## src/rtl/gfx256_pkg.sv

```systemverilog
`default_nettype none
// ============================================================================
// gfx256_pkg
//   Shared types and helpers for the gfx256 cuvz arbiter slice.
//   Revision: 1.0
// ============================================================================
package gfx256_pkg;

  typedef enum logic [1:0] {
    ARB_IDLE  = 2'd0,
    ARB_ISSUE = 2'd1,
    ARB_WAIT  = 2'd2,
    ARB_DONE  = 2'd3
  } arb_state_t;

  localparam int PIX_PW = 16;

  typedef struct packed {
    logic [PIX_PW-1:0] x;
    logic [PIX_PW-1:0] y;
    logic [PIX_PW-1:0] factor0;
    logic [PIX_PW-1:0] factor1;
  } pix_req_t;

  // Successor of idx in a ring of n requesters.
  function automatic int rr_next(input int idx, input int n);
    return (idx + 1 >= n) ? 0 : idx + 1;
  endfunction

endpackage
`default_nettype wire

```

## src/rtl/gfx256_cuvz_arb_if.sv

```systemverilog
`default_nettype none
// ============================================================================
// gfx256_cuvz_arb_if
//   Requester-side and cuvz-side bus of the shared interpolator arbiter.
//   Revision: 1.0
// ============================================================================
interface gfx256_cuvz_arb_if #(
  parameter int NREQ        = 4,
  parameter int point_width = 16
);
  localparam int SELW = $clog2(NREQ);

  logic [NREQ-1:0]             req_i;
  logic [NREQ-1:0]             lock_i;
  logic [NREQ*point_width-1:0] x_i;
  logic [NREQ*point_width-1:0] y_i;
  logic [NREQ*point_width-1:0] factor0_i;
  logic [NREQ*point_width-1:0] factor1_i;
  logic [NREQ-1:0]             ack_o;
  logic                        cuvz_write_o;
  logic [point_width-1:0]      cuvz_x_o;
  logic [point_width-1:0]      cuvz_y_o;
  logic [point_width-1:0]      cuvz_f0_o;
  logic [point_width-1:0]      cuvz_f1_o;
  logic                        cuvz_ack_i;
  logic [SELW-1:0]             attr_sel_o;
  logic                        busy_o;
  logic                        err_o;
  logic                        clr_err_i;
  logic [31:0]                 pix_cnt_o;

  modport slave (
    input  req_i, lock_i, x_i, y_i, factor0_i, factor1_i, cuvz_ack_i, clr_err_i,
    output ack_o, cuvz_write_o, cuvz_x_o, cuvz_y_o, cuvz_f0_o, cuvz_f1_o,
           attr_sel_o, busy_o, err_o, pix_cnt_o
  );

  modport master (
    output req_i, lock_i, x_i, y_i, factor0_i, factor1_i, cuvz_ack_i, clr_err_i,
    input  ack_o, cuvz_write_o, cuvz_x_o, cuvz_y_o, cuvz_f0_o, cuvz_f1_o,
           attr_sel_o, busy_o, err_o, pix_cnt_o
  );

endinterface
`default_nettype wire

```

## src/rtl/gfx256_rr_pick.sv

```systemverilog
`default_nettype none
// ============================================================================
// gfx256_rr_pick
//   Combinational round-robin picker: first set request at or after ptr_i.
//   Revision: 1.0
// ============================================================================
module gfx256_rr_pick #(
  parameter int NREQ = 4
) (
  input  wire logic [NREQ-1:0]         req_i,
  input  wire logic [$clog2(NREQ)-1:0] ptr_i,
  output logic                         valid_o,
  output logic [$clog2(NREQ)-1:0]      idx_o
);
  localparam int SELW = $clog2(NREQ);

  int cand;

  // Walk the ring backwards so the candidate closest to ptr_i is written last.
  always_comb begin
    valid_o = 1'b0;
    idx_o   = '0;
    cand    = 0;
    for (int i = NREQ - 1; i >= 0; i--) begin
      cand = int'(ptr_i) + i;
      if (cand >= NREQ) cand = cand - NREQ;
      if (req_i[cand]) begin
        valid_o = 1'b1;
        idx_o   = SELW'(cand);
      end
    end
  end

endmodule
`default_nettype wire

```

## src/rtl/gfx256_cuvz_arb.sv

```systemverilog
`default_nettype none
// ============================================================================
// gfx256_cuvz_arb
//   Round-robin sequencer sharing one cuvz interpolator among NREQ requesters.
//   Revision: 1.0
// ============================================================================
module gfx256_cuvz_arb
  import gfx256_pkg::*;
#(
  parameter int NREQ        = 4,
  parameter int point_width = 16,
  parameter int TIMEOUT     = 1023
) (
  input wire logic          clk_i,
  input wire logic          rst_i,
  gfx256_cuvz_arb_if.slave  bus
);
  localparam int SELW = $clog2(NREQ);
  localparam int WDW  = (TIMEOUT > 0) ? $clog2(TIMEOUT + 1) : 1;

  typedef struct packed {
    logic [point_width-1:0] x;
    logic [point_width-1:0] y;
    logic [point_width-1:0] factor0;
    logic [point_width-1:0] factor1;
  } lat_t;

  arb_state_t        state_q, state_d;
  logic [SELW-1:0]   sel_q, sel_d;
  logic [SELW-1:0]   ptr_q, ptr_d;
  lat_t              lat_q, lat_d;
  logic              lock_q, lock_d;
  logic              err_q, err_d;
  logic [NREQ-1:0]   ack_q, ack_d;
  logic [WDW-1:0]    wd_q, wd_d;
  logic [31:0]       pix_cnt_q, pix_cnt_d;

  logic              pick_valid;
  logic [SELW-1:0]   pick_idx;
  logic              grant;
  logic [SELW-1:0]   grant_idx;
  logic              wd_expired;

  gfx256_rr_pick #(.NREQ(NREQ)) u_pick (
    .req_i   (bus.req_i),
    .ptr_i   (ptr_q),
    .valid_o (pick_valid),
    .idx_o   (pick_idx)
  );

  // wd_q counts completed WAIT cycles; the TIMEOUT-th one without ack expires.
  assign wd_expired = (TIMEOUT != 0) && ((int'(wd_q) + 1) == TIMEOUT);

  // A locked owner keeps the interpolator only while it is still requesting.
  always_comb begin
    grant     = 1'b0;
    grant_idx = pick_idx;
    if (!err_q) begin
      if (lock_q && bus.req_i[sel_q]) begin
        grant     = 1'b1;
        grant_idx = sel_q;
      end else if (pick_valid) begin
        grant     = 1'b1;
      end
    end
  end

  always_comb begin
    state_d   = state_q;
    sel_d     = sel_q;
    ptr_d     = ptr_q;
    lat_d     = lat_q;
    lock_d    = lock_q;
    err_d     = err_q;
    ack_d     = '0;
    wd_d      = wd_q;
    pix_cnt_d = pix_cnt_q;

    if (bus.clr_err_i) err_d = 1'b0;

    case (state_q)
      ARB_IDLE: begin
        if (grant) begin
          sel_d         = grant_idx;
          lat_d.x       = bus.x_i[int'(grant_idx)*point_width +: point_width];
          lat_d.y       = bus.y_i[int'(grant_idx)*point_width +: point_width];
          lat_d.factor0 = bus.factor0_i[int'(grant_idx)*point_width +: point_width];
          lat_d.factor1 = bus.factor1_i[int'(grant_idx)*point_width +: point_width];
          lock_d        = bus.lock_i[grant_idx];
          ptr_d         = SELW'(rr_next(int'(grant_idx), NREQ));
          state_d       = ARB_ISSUE;
        end else begin
          lock_d = 1'b0;
        end
      end
      ARB_ISSUE: begin
        wd_d    = '0;
        state_d = ARB_WAIT;
      end
      ARB_WAIT: begin
        wd_d = wd_q + WDW'(1);
        if (bus.cuvz_ack_i) begin
          ack_d[sel_q] = 1'b1;
          pix_cnt_d    = pix_cnt_q + 32'd1;
          state_d      = ARB_DONE;
        end else if (wd_expired) begin
          // Pixel is dropped but still acked so the requester cannot stall.
          ack_d[sel_q] = 1'b1;
          err_d        = 1'b1;
          lock_d       = 1'b0;
          state_d      = ARB_DONE;
        end
      end
      ARB_DONE: begin
        state_d = ARB_IDLE;
      end
      default: begin
        state_d = ARB_IDLE;
      end
    endcase
  end

  always_ff @(posedge clk_i or posedge rst_i) begin
    if (rst_i) begin
      state_q   <= ARB_IDLE;
      sel_q     <= '0;
      ptr_q     <= '0;
      lat_q     <= '0;
      lock_q    <= 1'b0;
      err_q     <= 1'b0;
      ack_q     <= '0;
      wd_q      <= '0;
      pix_cnt_q <= '0;
    end else begin
      state_q   <= state_d;
      sel_q     <= sel_d;
      ptr_q     <= ptr_d;
      lat_q     <= lat_d;
      lock_q    <= lock_d;
      err_q     <= err_d;
      ack_q     <= ack_d;
      wd_q      <= wd_d;
      pix_cnt_q <= pix_cnt_d;
    end
  end

  assign bus.ack_o        = ack_q;
  assign bus.cuvz_write_o = (state_q == ARB_ISSUE);
  assign bus.cuvz_x_o     = lat_q.x;
  assign bus.cuvz_y_o     = lat_q.y;
  assign bus.cuvz_f0_o    = lat_q.factor0;
  assign bus.cuvz_f1_o    = lat_q.factor1;
  assign bus.attr_sel_o   = sel_q;
  assign bus.busy_o       = (state_q != ARB_IDLE);
  assign bus.err_o        = err_q;
  assign bus.pix_cnt_o    = pix_cnt_q;

endmodule
`default_nettype wire

```

## src/flat_wrapper.sv

```systemverilog
// flat-port wrapper written by rule: the top's interface ports become plain ports
module gfx256_cuvz_arb_flat import gfx256_pkg::*;
#(
  parameter int NREQ        = 4,
  parameter int point_width = 16,
  parameter int TIMEOUT     = 1023
)
  (clk_i, rst_i, bus_req_i, bus_lock_i, bus_x_i, bus_y_i, bus_factor0_i, bus_factor1_i, bus_cuvz_ack_i, bus_clr_err_i, bus_ack_o, bus_cuvz_write_o, bus_cuvz_x_o, bus_cuvz_y_o, bus_cuvz_f0_o, bus_cuvz_f1_o, bus_attr_sel_o, bus_busy_o, bus_err_o, bus_pix_cnt_o);
  gfx256_cuvz_arb_if #(.NREQ(NREQ), .point_width(point_width)) bus_i ();
  input wire logic clk_i;
  input wire logic rst_i;
  input wire logic [$bits(bus_i.req_i)-1:0] bus_req_i;
  input wire logic [$bits(bus_i.lock_i)-1:0] bus_lock_i;
  input wire logic [$bits(bus_i.x_i)-1:0] bus_x_i;
  input wire logic [$bits(bus_i.y_i)-1:0] bus_y_i;
  input wire logic [$bits(bus_i.factor0_i)-1:0] bus_factor0_i;
  input wire logic [$bits(bus_i.factor1_i)-1:0] bus_factor1_i;
  input wire logic [$bits(bus_i.cuvz_ack_i)-1:0] bus_cuvz_ack_i;
  input wire logic [$bits(bus_i.clr_err_i)-1:0] bus_clr_err_i;
  output wire logic [$bits(bus_i.ack_o)-1:0] bus_ack_o;
  output wire logic [$bits(bus_i.cuvz_write_o)-1:0] bus_cuvz_write_o;
  output wire logic [$bits(bus_i.cuvz_x_o)-1:0] bus_cuvz_x_o;
  output wire logic [$bits(bus_i.cuvz_y_o)-1:0] bus_cuvz_y_o;
  output wire logic [$bits(bus_i.cuvz_f0_o)-1:0] bus_cuvz_f0_o;
  output wire logic [$bits(bus_i.cuvz_f1_o)-1:0] bus_cuvz_f1_o;
  output wire logic [$bits(bus_i.attr_sel_o)-1:0] bus_attr_sel_o;
  output wire logic [$bits(bus_i.busy_o)-1:0] bus_busy_o;
  output wire logic [$bits(bus_i.err_o)-1:0] bus_err_o;
  output wire logic [$bits(bus_i.pix_cnt_o)-1:0] bus_pix_cnt_o;
  assign bus_i.req_i = bus_req_i;
  assign bus_i.lock_i = bus_lock_i;
  assign bus_i.x_i = bus_x_i;
  assign bus_i.y_i = bus_y_i;
  assign bus_i.factor0_i = bus_factor0_i;
  assign bus_i.factor1_i = bus_factor1_i;
  assign bus_i.cuvz_ack_i = bus_cuvz_ack_i;
  assign bus_i.clr_err_i = bus_clr_err_i;
  assign bus_ack_o = bus_i.ack_o;
  assign bus_cuvz_write_o = bus_i.cuvz_write_o;
  assign bus_cuvz_x_o = bus_i.cuvz_x_o;
  assign bus_cuvz_y_o = bus_i.cuvz_y_o;
  assign bus_cuvz_f0_o = bus_i.cuvz_f0_o;
  assign bus_cuvz_f1_o = bus_i.cuvz_f1_o;
  assign bus_attr_sel_o = bus_i.attr_sel_o;
  assign bus_busy_o = bus_i.busy_o;
  assign bus_err_o = bus_i.err_o;
  assign bus_pix_cnt_o = bus_i.pix_cnt_o;
  gfx256_cuvz_arb #(.NREQ(NREQ), .point_width(point_width), .TIMEOUT(TIMEOUT)) u_core (.clk_i(clk_i), .rst_i(rst_i), .bus(bus_i));
endmodule
```

## config.mk

```make
export PLATFORM = sky130hd
export DESIGN_NAME = gfx256_cuvz_arb_flat
export DESIGN_NICKNAME = d
export VERILOG_FILES = /design/src/rtl/gfx256_pkg.sv /design/src/rtl/gfx256_cuvz_arb_if.sv /design/src/rtl/gfx256_rr_pick.sv /design/src/rtl/gfx256_cuvz_arb.sv /design/src/flat_wrapper.sv
export SDC_FILE = /design/constraint.sdc
export NUM_CORES = 1
export LEC_CHECK = 0
export BUFFER_PORTS_ARGS = -buffer_cell sky130_fd_sc_hd__buf_4
export CORE_AREA = 2 2 143 145
export DETAILED_ROUTE_END_ITERATION = 8
export DIE_AREA = 0 0 145 147
export HOLD_SLACK_MARGIN = 0.06
export SLEW_MARGIN = 20
export SYNTH_ARGS = -nofsm -noshare
export SYNTH_HDL_FRONTEND = slang
export SYNTH_SLANG_ARGS = --single-unit
```

## constraint.sdc

```tcl
create_clock -name clk_i -period 9.15 [get_ports clk_i]
set_input_delay 1.83 -clock clk_i [delete_from_list [all_inputs] [get_ports clk_i]]
set_output_delay 1.83 -clock clk_i [all_outputs]
set_load 0.01 [all_outputs]
```

# Yosys cells after proc, flatten, opt, wreduce, memory -nomap -nowiden

Index checks and enable logic that the tools add are counted.

Flip-flop bits (word level): 118
Input bits: 268
Output and inout bits: 105
Logic and storage cells: 109

Add/subtract/negate cells: 11
$lt $le $gt $ge: 12
Equal/unequal tests: 8
Shift-type cells: 4
Multiplexer cells: 52
Reduce and logical (&&, ||, !) cells: 10

Operator list:

| cell                                                         | number |
|---|---|
| variable part select 64 x 7 -> 16 bit                        | 4 |
| less-than comparator 32 x 4 -> 1 bit (second input constant) | 4 |
| 2-to-1 mux 32 bit                                            | 4 |
| adder 32 x 1 -> 32 bit (second input constant)               | 1 |
| == test 32 x 11 -> 1 bit (second input constant)             | 1 |
| >= comparator 32 x 4 -> 1 bit (second input constant)        | 1 |
| subtractor 32 x 4 -> 32 bit (second input constant)          | 1 |
| 2-to-1 mux 1 bit                                             | 25 |
| 2-to-1 mux 2 bit                                             | 10 |
| one-hot mux 10 bit (2 select lines)                          | 1 |
| binary-select mux 1 bit (select 2 bit)                       | 6 |
| 2-to-1 mux 4 bit                                             | 3 |
| adder 10 x 1 -> 11 bit (second input constant)               | 1 |
| adder 10 x 1 -> 10 bit (second input constant)               | 1 |
| >= comparator 3 bit (second input constant)                  | 3 |
| one-hot mux 2 bit (4 select lines)                           | 1 |
| subtractor 3 x 3 -> 4 bit (second input constant)            | 2 |
| adder 2 x 1 -> 3 bit (second input constant)                 | 2 |
| adder 2 x 2 -> 3 bit (second input constant)                 | 2 |
| less-than comparator 2 x 3 -> 1 bit (second input constant)  | 2 |
| AND reduction 2 bit                                          | 3 |
| nonzero test 2 bit                                           | 3 |
| == test 2 bit (second input constant)                        | 2 |
| != test 2 x 1 -> 1 bit (second input constant)               | 2 |
| 11 further kinds                                             | 12 |

# Logic depth before layout (Yosys ltp)

Gate-level depths: netlist of run 1.

Depth after elaboration: 16
Gate-level depth with buffers: 9
Mapped depth without buffers: 8

# Modules after synthesis

Synthesis of run 1 repeated with hierarchy kept, for this count alone.

Cell total of the unflattened synthesis: 584
Area, all modules: 6,229.7 um^2

By module, submodules not included:

| module          | instances | cells each | area each (um^2) | seq. area each (um^2) |
|---|---|---|---|---|
| gfx256_cuvz_arb | 1         | 571        | 6,152.2          | 2,952.8 |
| gfx256_rr_pick  | 1         | 13         | 77.6             | 0.0 |

# Worst setup path after synthesis of run 1

No wires, ideal clock.

Path type: input -> register
Start point: input port bus_req_i[1]
End point: register u_core.lat_q (netlist bit u_core.bus.cuvz_f0_o[10])
Setup time: 142 ps
Arrival: 3,235 ps
Required time: 9,008 ps
Setup slack: 5,773 ps
Cell stages on the path: 8
Buffers on the path: 2
Cell sequence: mux2i_1 o22ai_1 a2111o_1 nand2_2 buf_12 buf_12 mux2i_1 o221ai_1

Cells in the longest elaborated chain, start to end: 11
Elaborated cells on any way between the ends: 30
Classes of those cells: 1 x shift; 27 x mux; 2 x reduce/logical

RTL lines:

| item                                                                                           | line                   | source |
|---|---|---|
| start, declared                                                                                | flat_wrapper.sv:12     | `input wire logic [$bits(bus_i.req_i)-1:0] bus_req_i;` |
| parallel branches: the longest is 11 deep, another holds variable part select 64 x 7 -> 16 bit | n/a                    |  |
| end signal, assigned                                                                           | gfx256_cuvz_arb.sv:138 | `lat_q <= lat_d;` |
| end, declared                                                                                  | gfx256_cuvz_arb.sv:31  | `lat_t lat_q, lat_d;` |

Parallel ways; which one is timed is not known. The select of a mux whose other input is x is not followed.
A chain may end at the register's enable or synchronous reset.

# Worst setup path in the final report of run 1

Start point: input port bus_req_i[1]
End point: register u_core.lat_q (netlist bit u_core.bus.cuvz_y_o[3])

Cells in the longest elaborated chain, start to end: 11
Elaborated cells on any way between the ends: 30
Classes of those cells: 1 x shift; 27 x mux; 2 x reduce/logical

RTL lines:

| item |
|---|
| parallel branches: the longest is 11 deep, another holds variable part select 64 x 7 -> 16 bit |

Parallel ways; which one is timed is not known. The select of a mux whose other input is x is not followed.

==> results.toml, run 1 <==
[outcome]
status = "complete, no violations"

[cts]
hold_buffers = 0
clockBufferDepth = 2
cts_root_buffer = "clkbuf_16"
insertion_delay_ps = 420
htree_levels = 4
post_cts_buffers = 0
cts.sinks = 118
cts_tree = "done"
cts_resized = 0
cts_inserted_buffers = 17
clk_pin_slew_worst_paths_ps = 60

[critical_path]
startpoint_type = "input pin"
crit_required_ps = 9420
r2r-start = "u_core.bus.attr_sel_o[0]$_DFFE_PP0P_"
critPathKind = "input pin to flop"
cp_slowest_cell = "buf_4"
crit_arrival_ps = 4740
crit_chain = "buf_4 -> mux2i_1 -> o22ai_1 -> a2111o_1 -> nand2_8 -> buf_4 -> mux2i_1 -> o221ai_1"
r2r_slack_ps = 5530
rr_endpoint = "u_core.bus.cuvz_y_o[3]$_DFFE_PP0P_"
crit_fanout = 68
endpoint_kind = "flop"
r2r_cells = 7
slowest_delay_ps = 920
critPathLaunch = "bus_req_i[1]"

[floorplan]
initial_utilization = 0.3384
die_height_um = 147
coreArea_mm2 = 0.01984
pin_count = 373
row_count = 52
dieArea_mm2 = 0.02132
die_w_um = 145

[sta]
fmax_mhz = 223.7
period_share = 0.4886
finalClockSkew_ps = 8.173
final-max-slew-violation-count = 0
setup_viol = 0
rsz0062_at_grt = "false"
post-route-min-period_ps = 4471
worst_slew_pin_slew_ps = 1090
hold_violations = 0
setup_tns_ps = 0
maxSlewHeadroom = 0.2735

[routing]
viasPerCell = 5.060
wl_per_cell_um = 19.25
routed_wl_um = 24480
vias = 6436
dr.pass1.iters = 4
drc = 0
drtIter0Drc = 275
final_antenna_net_count = 0

[yosys]
synth_area_mm2 = 0.006715
synth_top_area_frac = 0.4397
synth_edf_count = 0
syn_area_per_cell_um2 = 10.66
ys_top_cells_by_area = "dfrtp_1, mux2i_1, o221ai_1"
yosys.area.top_type = "dfrtp_1"
synth_cell_types = 52
yosys_warnings = 0
synth-main-ff-cell = "dfrtp_1"
synthArstFlopShare = 1.000
synth-seq-area-share = 0.4397
synthCells = 630
syn_nets = 905
ys_seq_elements = 118

[placement]
hpwl_um = 18200
io_buffers = 372
gp_congestion = 0.8453
dp.cells = 1240
postPlaceCellArea_mm2 = 0.009582

[pwr]
switching_share = 0.3946
irDropWorstVdd_uv = 156.6
power.density_mw_per_mm2 = 308.3
pwr-share-seq = 0.261
totalPowerFinal_w = 0.003149
p_leak_nw = 5.180
p_clk_frac = 0.228
switching_power_w = 0.001242
power.internal_w = 0.001906
pwr-share-comb = 0.511

[layout]
drive_above_1_share = 0.4182
insertedDiodeCount = 0
syn_to_final_growth_pct = 52.08
fin_area_mm2 = 0.01021
final_cells = 1272
final_nets = 1264
fillers = 1884

[global_route]
grt_overflow = 0
grt_pass1_vias = 6606
grtUsageTotal = 0.2306
grt_max_degree = 70
grt_pass1_wl_um = 38250
antenna_found_initial = 0

[flow_run]
drv_cap = 0

[hold_path]
hold_start = "u_core.bus.pix_cnt_o[31]$_DFFE_PP0P_"
holdPathStages = 1
hp-class = "flop to flop"
holdPathEnd = "u_core.bus.pix_cnt_o[31]$_DFFE_PP0P_"
kinds of logic after synthesis:
family,synth area share
adders and majority gates,0.01304
buffers and inverters,0.05906
xor gates and xnor gates,0.04565
muxes,0.2005
DFF,0.4397
AOI/OAI and AO/OA,0.1284
and+or+nand+nor,0.1137
per-stage QoR:
step	util	hold WS (ps)	setup WS (ps)
6_report	0.5146	479.3	4679
2_1_floorplan	-	452.2	4191
3_3_place_gp	0.4829	463.8	4300
5_1_grt	0.5146	506.3	4457
4_1_cts	0.5146	486.4	4621
3_5_place_dp	0.4829	474.4	4217
worst max path at each step:
| stage | endpoint | slack, ps |
|---|---|---|
| after floorplan | u_core.bus.ack_o[0]$_DFF_PP0_ | 4190 |
| after global placement | u_core.bus.cuvz_f0_o[11]$_DFFE_PP0P_ | 4300 |
| after detailed placement | u_core.bus.cuvz_y_o[3]$_DFFE_PP0P_ | 4220 |
| after CTS | u_core.bus.cuvz_f0_o[0]$_DFFE_PP0P_ | 4620 |
| after global routing | u_core.bus.cuvz_f0_o[0]$_DFFE_PP0P_ | 4460 |
| final | u_core.bus.cuvz_y_o[3]$_DFFE_PP0P_ | 4680 |
worst max-delay path, delay by kind of cell:
| family | cells | cell delay [ps] |
|---|---|---|
| buffers and inverters | 2 | 1050 |
| AND/OR/NAND/NOR | 1 | 530 |
| AO/OA/AOI/OAI | 3 | 770 |
| multiplexers | 2 | 470 |
synth_stat cells, drive strengths merged, types with 7 or more instances:
cell type  instances
nand3             21
clkbuf            25
o21ai             12
nor3               8
nand2             96
ha                 7
and3               7
buf               12
dfrtp            118
xor2              15
inv               19
mux2i            131
xnor2             20
nor2              25
o221ai            64
cell usage in the layout (no fill, tap or decap), types with 2 or more instances in the layout:
| master | netlist | routed |
|---|---|---|
| a21oi_1 | 5 | 5 |
| a32o_1 | 2 | 2 |
| clkbuf_16 | 0 | 17 |
| ha_1 | 7 | 7 |
| nor3_1 | 8 | 8 |
| nand4_1 | 4 | 4 |
| and2_1 | 2 | 2 |
| xnor2_1 | 20 | 20 |
| o221ai_1 | 64 | 64 |
| a22o_1 | 4 | 4 |
| o22ai_1 | 3 | 3 |
| nand2_1 | 95 | 92 |
| nand2_2 | 1 | 3 |
| buf_4 | 0 | 377 |
| inv_6 | 0 | 2 |
| mux2i_1 | 130 | 130 |
| nor2b_1 | 2 | 2 |
| nor2_1 | 25 | 25 |
| xor2_1 | 15 | 15 |
| nor4_1 | 2 | 2 |
| nand2b_1 | 2 | 2 |
| o31ai_1 | 3 | 3 |
| clkinvlp_4 | 0 | 5 |
| o21ai_1 | 3 | 3 |
| dfrtp_1 | 118 | 118 |
| bufinv_16 | 0 | 4 |
| o21ai_0 | 9 | 9 |
| inv_1 | 19 | 18 |
| clkinv_4 | 0 | 3 |
| nand3_1 | 21 | 21 |
| and3_1 | 7 | 7 |
layout make-up:
cell class / count / area (um2) / area share
clock inverters: 14 / 201.4 / 0.01973
well taps: 270 / 337.8 / 0.03308
repair buffers: 377 / 2830 / 0.2771
clock buffers: 18 / 429.2 / 0.04202
inverters: 19 / 73.82 / 0.007229
multi-input cells: 456 / 3387 / 0.3317
flip-flops and latches: 118 / 2953 / 0.2891
sequential cells by signal, indices dropped and copies added, names as in the netlist:
register	count
u_core.bus.err_o	1
u_core.bus.cuvz_f0_o	16
u_core.bus.cuvz_y_o	16
u_core.wd_q	10
u_core.bus.ack_o	4
u_core.lock_q	1
u_core.state_q	2
u_core.bus.cuvz_f1_o	16
u_core.bus.cuvz_x_o	16
u_core.bus.attr_sel_o	2
u_core.bus.pix_cnt_o	32
u_core.ptr_q	2
metal layers:
| layer | wire length, um | track usage | vias up | share of wire |
|---|---|---|---|---|
| met5 | 0 | 0 | - | 0 |
| met2 | 11880 | 0.3748 | 259 | 0.49 |
| met1 | 10280 | 0.2933 | 3101 | 0.42 |
| li1 | - | - | 3036 | - |
| met4 | 673 | 0.09109 | 0 | 0.027 |
| met3 | 1644 | 0.06335 | 40 | 0.067 |
power groups by stage:
stage          Sequential (W)  Clock, W  Combinational [W]
3_5_place_dp         0.000824         0            0.00163
4_1_cts              0.000821  0.000732            0.00163
6_report             0.000822  0.000719            0.00161
3_3_place_gp         0.000823         0            0.00161
2_1_floorplan        0.000877         0            0.00109
5_1_grt              0.000845  0.000753            0.00175
(Power assumes the default switching activity.)
==> run 2, diff against run 1 <==
ABC_AREA = 1   (was not set)
CORE_AREA = 2 2 147 149   (was 2 2 143 145)
DIE_AREA = 0 0 149 151   (was 0 0 145 147)
PLACE_DENSITY = 0.73   (was not set)
clock period = 4.7 ns   (was 9.15 ns; I/O delays follow)
==> results.toml, run 2 <==
[yosys]
synth_commonest_cells = "nand2_1, nand3_1, inv_1"
synthCells = 1429
synthArstFlopShare = 1.000
yosys.area.top_type = "dfrtp_1"
ys_seq_elements = 118
ys_top_cells_by_area = "dfrtp_1, nand3_1, nand2_1"
syn_area_per_cell_um2 = 6.358
synth-seq-area-share = 0.3250
yosysMostFrequentCell = "nand2_1"
syn_nets = 1704
synth-main-ff-cell = "dfrtp_1"
synth_area_mm2 = 0.009086
synth_edf_count = 0
synth_cell_types = 36
yosys_warnings = 0
synth_top_area_frac = 0.3250

[cts]
htree_levels = 4
insertion_delay_ps = 420
hold_buffers = 0
clk_pin_slew_worst_paths_ps = 60
cts_root_buffer = "clkbuf_16"
cts_inserted_buffers = 17
clockBufferDepth = 2
post_cts_buffers = 0
cts_tree = "done"
cts.sinks = 118
cts_resized = 0

[global_route]
met1_usage = 0.3411
grt_pass1_wl_um = 49490
busiest_layer = "met2"
grtUsageTotal = 0.2757
grt_overflow = 0
grt_pass1_vias = 9802
grtUsageMet3 = 0.05271
grt_max_degree = 89
grt_use_met2 = 0.4788
antenna_found_initial = 0

[hold_path]
holdPathStages = 1
hold_start = "u_core.bus.pix_cnt_o[31]$_DFFE_PP0P_"
hp-class = "flop to flop"

[sta]
final-max-slew-violation-count = 0
hold_violations = 0
setup_tns_ps = 0
setup_viol = 0
post-route-min-period_ps = 3057
worst_slew_pin_slew_ps = 1137
rsz0062_at_grt = "false"
hold_slack_ps = 474.3
fmax_mhz = 327.1
maxSlewHeadroom = 0.2393
period_share = 0.6504
finalClockSkew_ps = 9.808

[layout]
layout_commonest_cell = "nand2_1"
final_cell_mix = "nand2_1, buf_4, nand3_1"
drive_above_1_share = 0.2578
syn_to_final_growth_pct = 36.34
multiInputGateArea_mm2 = 0.004398
insertedDiodeCount = 0
largest_register_ffs = 32
regArea_mm2 = 0.002953
fin_area_mm2 = 0.01239
fillers = 1930
final_nets = 2027

[routing]
drtIter0Drc = 721
viasPerCell = 5.016
final_antenna_net_count = 0
wl_per_cell_um = 15.39
drc = 0
routed_wl_um = 31400
dr.pass1.iters = 7
vias = 10233

[pwr]
power.density_mw_per_mm2 = 709.8
switching_power_w = 0.004532
p_leak_nw = 7.515
pwr-share-comb = 0.661
pwr-share-seq = 0.184
irDropWorstVdd_uv = 907.3
switching_share = 0.5154
power.internal_w = 0.004262
p_clk_frac = 0.155

[critical_path]
path_common_cell = "nand2_1"
critPathLaunch = "bus_req_i[3]"
crit_fanout = 82
crit_required_ps = 5000
slowest_delay_ps = 800
r2r_cells = 13
endpoint_kind = "flop"
startpoint_type = "input pin"
cp_slowest_cell = "buf_4"
r2r-start = "u_core.bus.attr_sel_o[0]$_DFFE_PP0P_"
crit_arrival_ps = 3360
r2r_slack_ps = 1670
crit_chain = "buf_4 -> inv_1 -> nor2_1 -> a21oi_2 -> nand2_2 -> nand3_4 -> inv_2 -> nand2_4 -> buf_4 -> nand3_1 -> nand3_1 -> nand2_1 -> nand2_1 -> nand2_1"
critPathKind = "input pin to flop"

[placement]
io_buffers = 372
postPlaceCellArea_mm2 = 0.01178
hpwl_um = 22230
gp_congestion = 0.9202

[flow_run]
drv_cap = 0

[floorplan]
initial_utilization = 0.4364
die_height_um = 151
coreArea_mm2 = 0.02082
pin_count = 373
die_w_um = 149
dieArea_mm2 = 0.02250
row_count = 53

[outcome]
status = "complete, no violations"
run 2: cell types whose count changed after synthesis, moves of 33 or more:
| cell | delta |
|---|---|
| buf_2 | +33 |
| inv_1 | +287 |
| mux2i_1 | -130 |
| nand2_1 | +323 |
| nand3_1 | +316 |
| o221ai_1 | -64 |
run 2: metrics by stage:
step | utilization | std cells | power [W] | setup slack [ps]
detailed placement | 0.5655 | 2008 | 0.007425 | 1224
global route | 0.5949 | 2040 | 0.009604 | 1380
finish | 0.5949 | 2040 | 0.008793 | 1643
CTS | 0.5949 | 2040 | 0.008822 | 1667
global placement | 0.5655 | 2008 | 0.007327 | 1271
floorplan | - | 1429 | 0.006112 | 630.9
run 2: final timing paths:
path | to
min reg2reg | u_core.bus.pix_cnt_o[31]$_DFFE_PP0P_
max reg2reg | u_core.bus.cuvz_f1_o[8]$_DFFE_PP0P_
max | u_core.bus.cuvz_f1_o[8]$_DFFE_PP0P_
min | u_core.bus.pix_cnt_o[31]$_DFFE_PP0P_
min in group asynchronous | u_core.bus.cuvz_y_o[3]$_DFFE_PP0P_
max in group asynchronous | u_core.bus.cuvz_f0_o[6]$_DFFE_PP0P_
run 2: power groups by stage:
| stage | sequential (W) | clock (W) | combinational [W] |
|---|---|---|---|
| after floorplan | 0.00171 | 0 | 0.00440 |
| after global placement | 0.00163 | 0 | 0.00570 |
| after global routing | 0.00167 | 0.00143 | 0.00651 |
| after CTS | 0.00162 | 0.00138 | 0.00582 |
| after detailed placement | 0.00163 | 0 | 0.00580 |
| final | 0.00162 | 0.00136 | 0.00581 |
run 2: cells by family (layout without fill, tap and decap cells):
kind of cell,count (synthesis),after routing,share of synthesized area
AO/OA/AOI/OAI,31,31,0.02066
XOR/XNOR,33,33,0.03181
adder cells (fa/ha/maj),7,7,0.009639
buffers and inverters,392,728,0.1921
flip-flops,118,118,0.3250
AND/OR/NAND/NOR,848,848,0.4208
run 2: layer usage:
| layer | part of all wire | up-vias |
|---|---|---|
| met5 | 0 | - |
| met4 | 0.031 | 0 |
| met3 | 0.072 | 71 |
| met2 | 0.49 | 403 |
| met1 | 0.41 | 4733 |
| li1 | - | 5026 |
run 2: cell type report:
cell class / instances / share of cell area
inverters: 313 / 0.09524
clock buffers: 18 / 0.03545
clock inverters: 14 / 0.01404
flip-flops and latches: 118 / 0.2384
multi-input cells: 919 / 0.3550
well taps: 275 / 0.02778
repair buffers: 383 / 0.2341
run 2: worst max-delay path: cells and delay by family:
family          cells  cell delay, ps
simple gates        9            1150
compound gates      1             110
buf+inv             4            1060
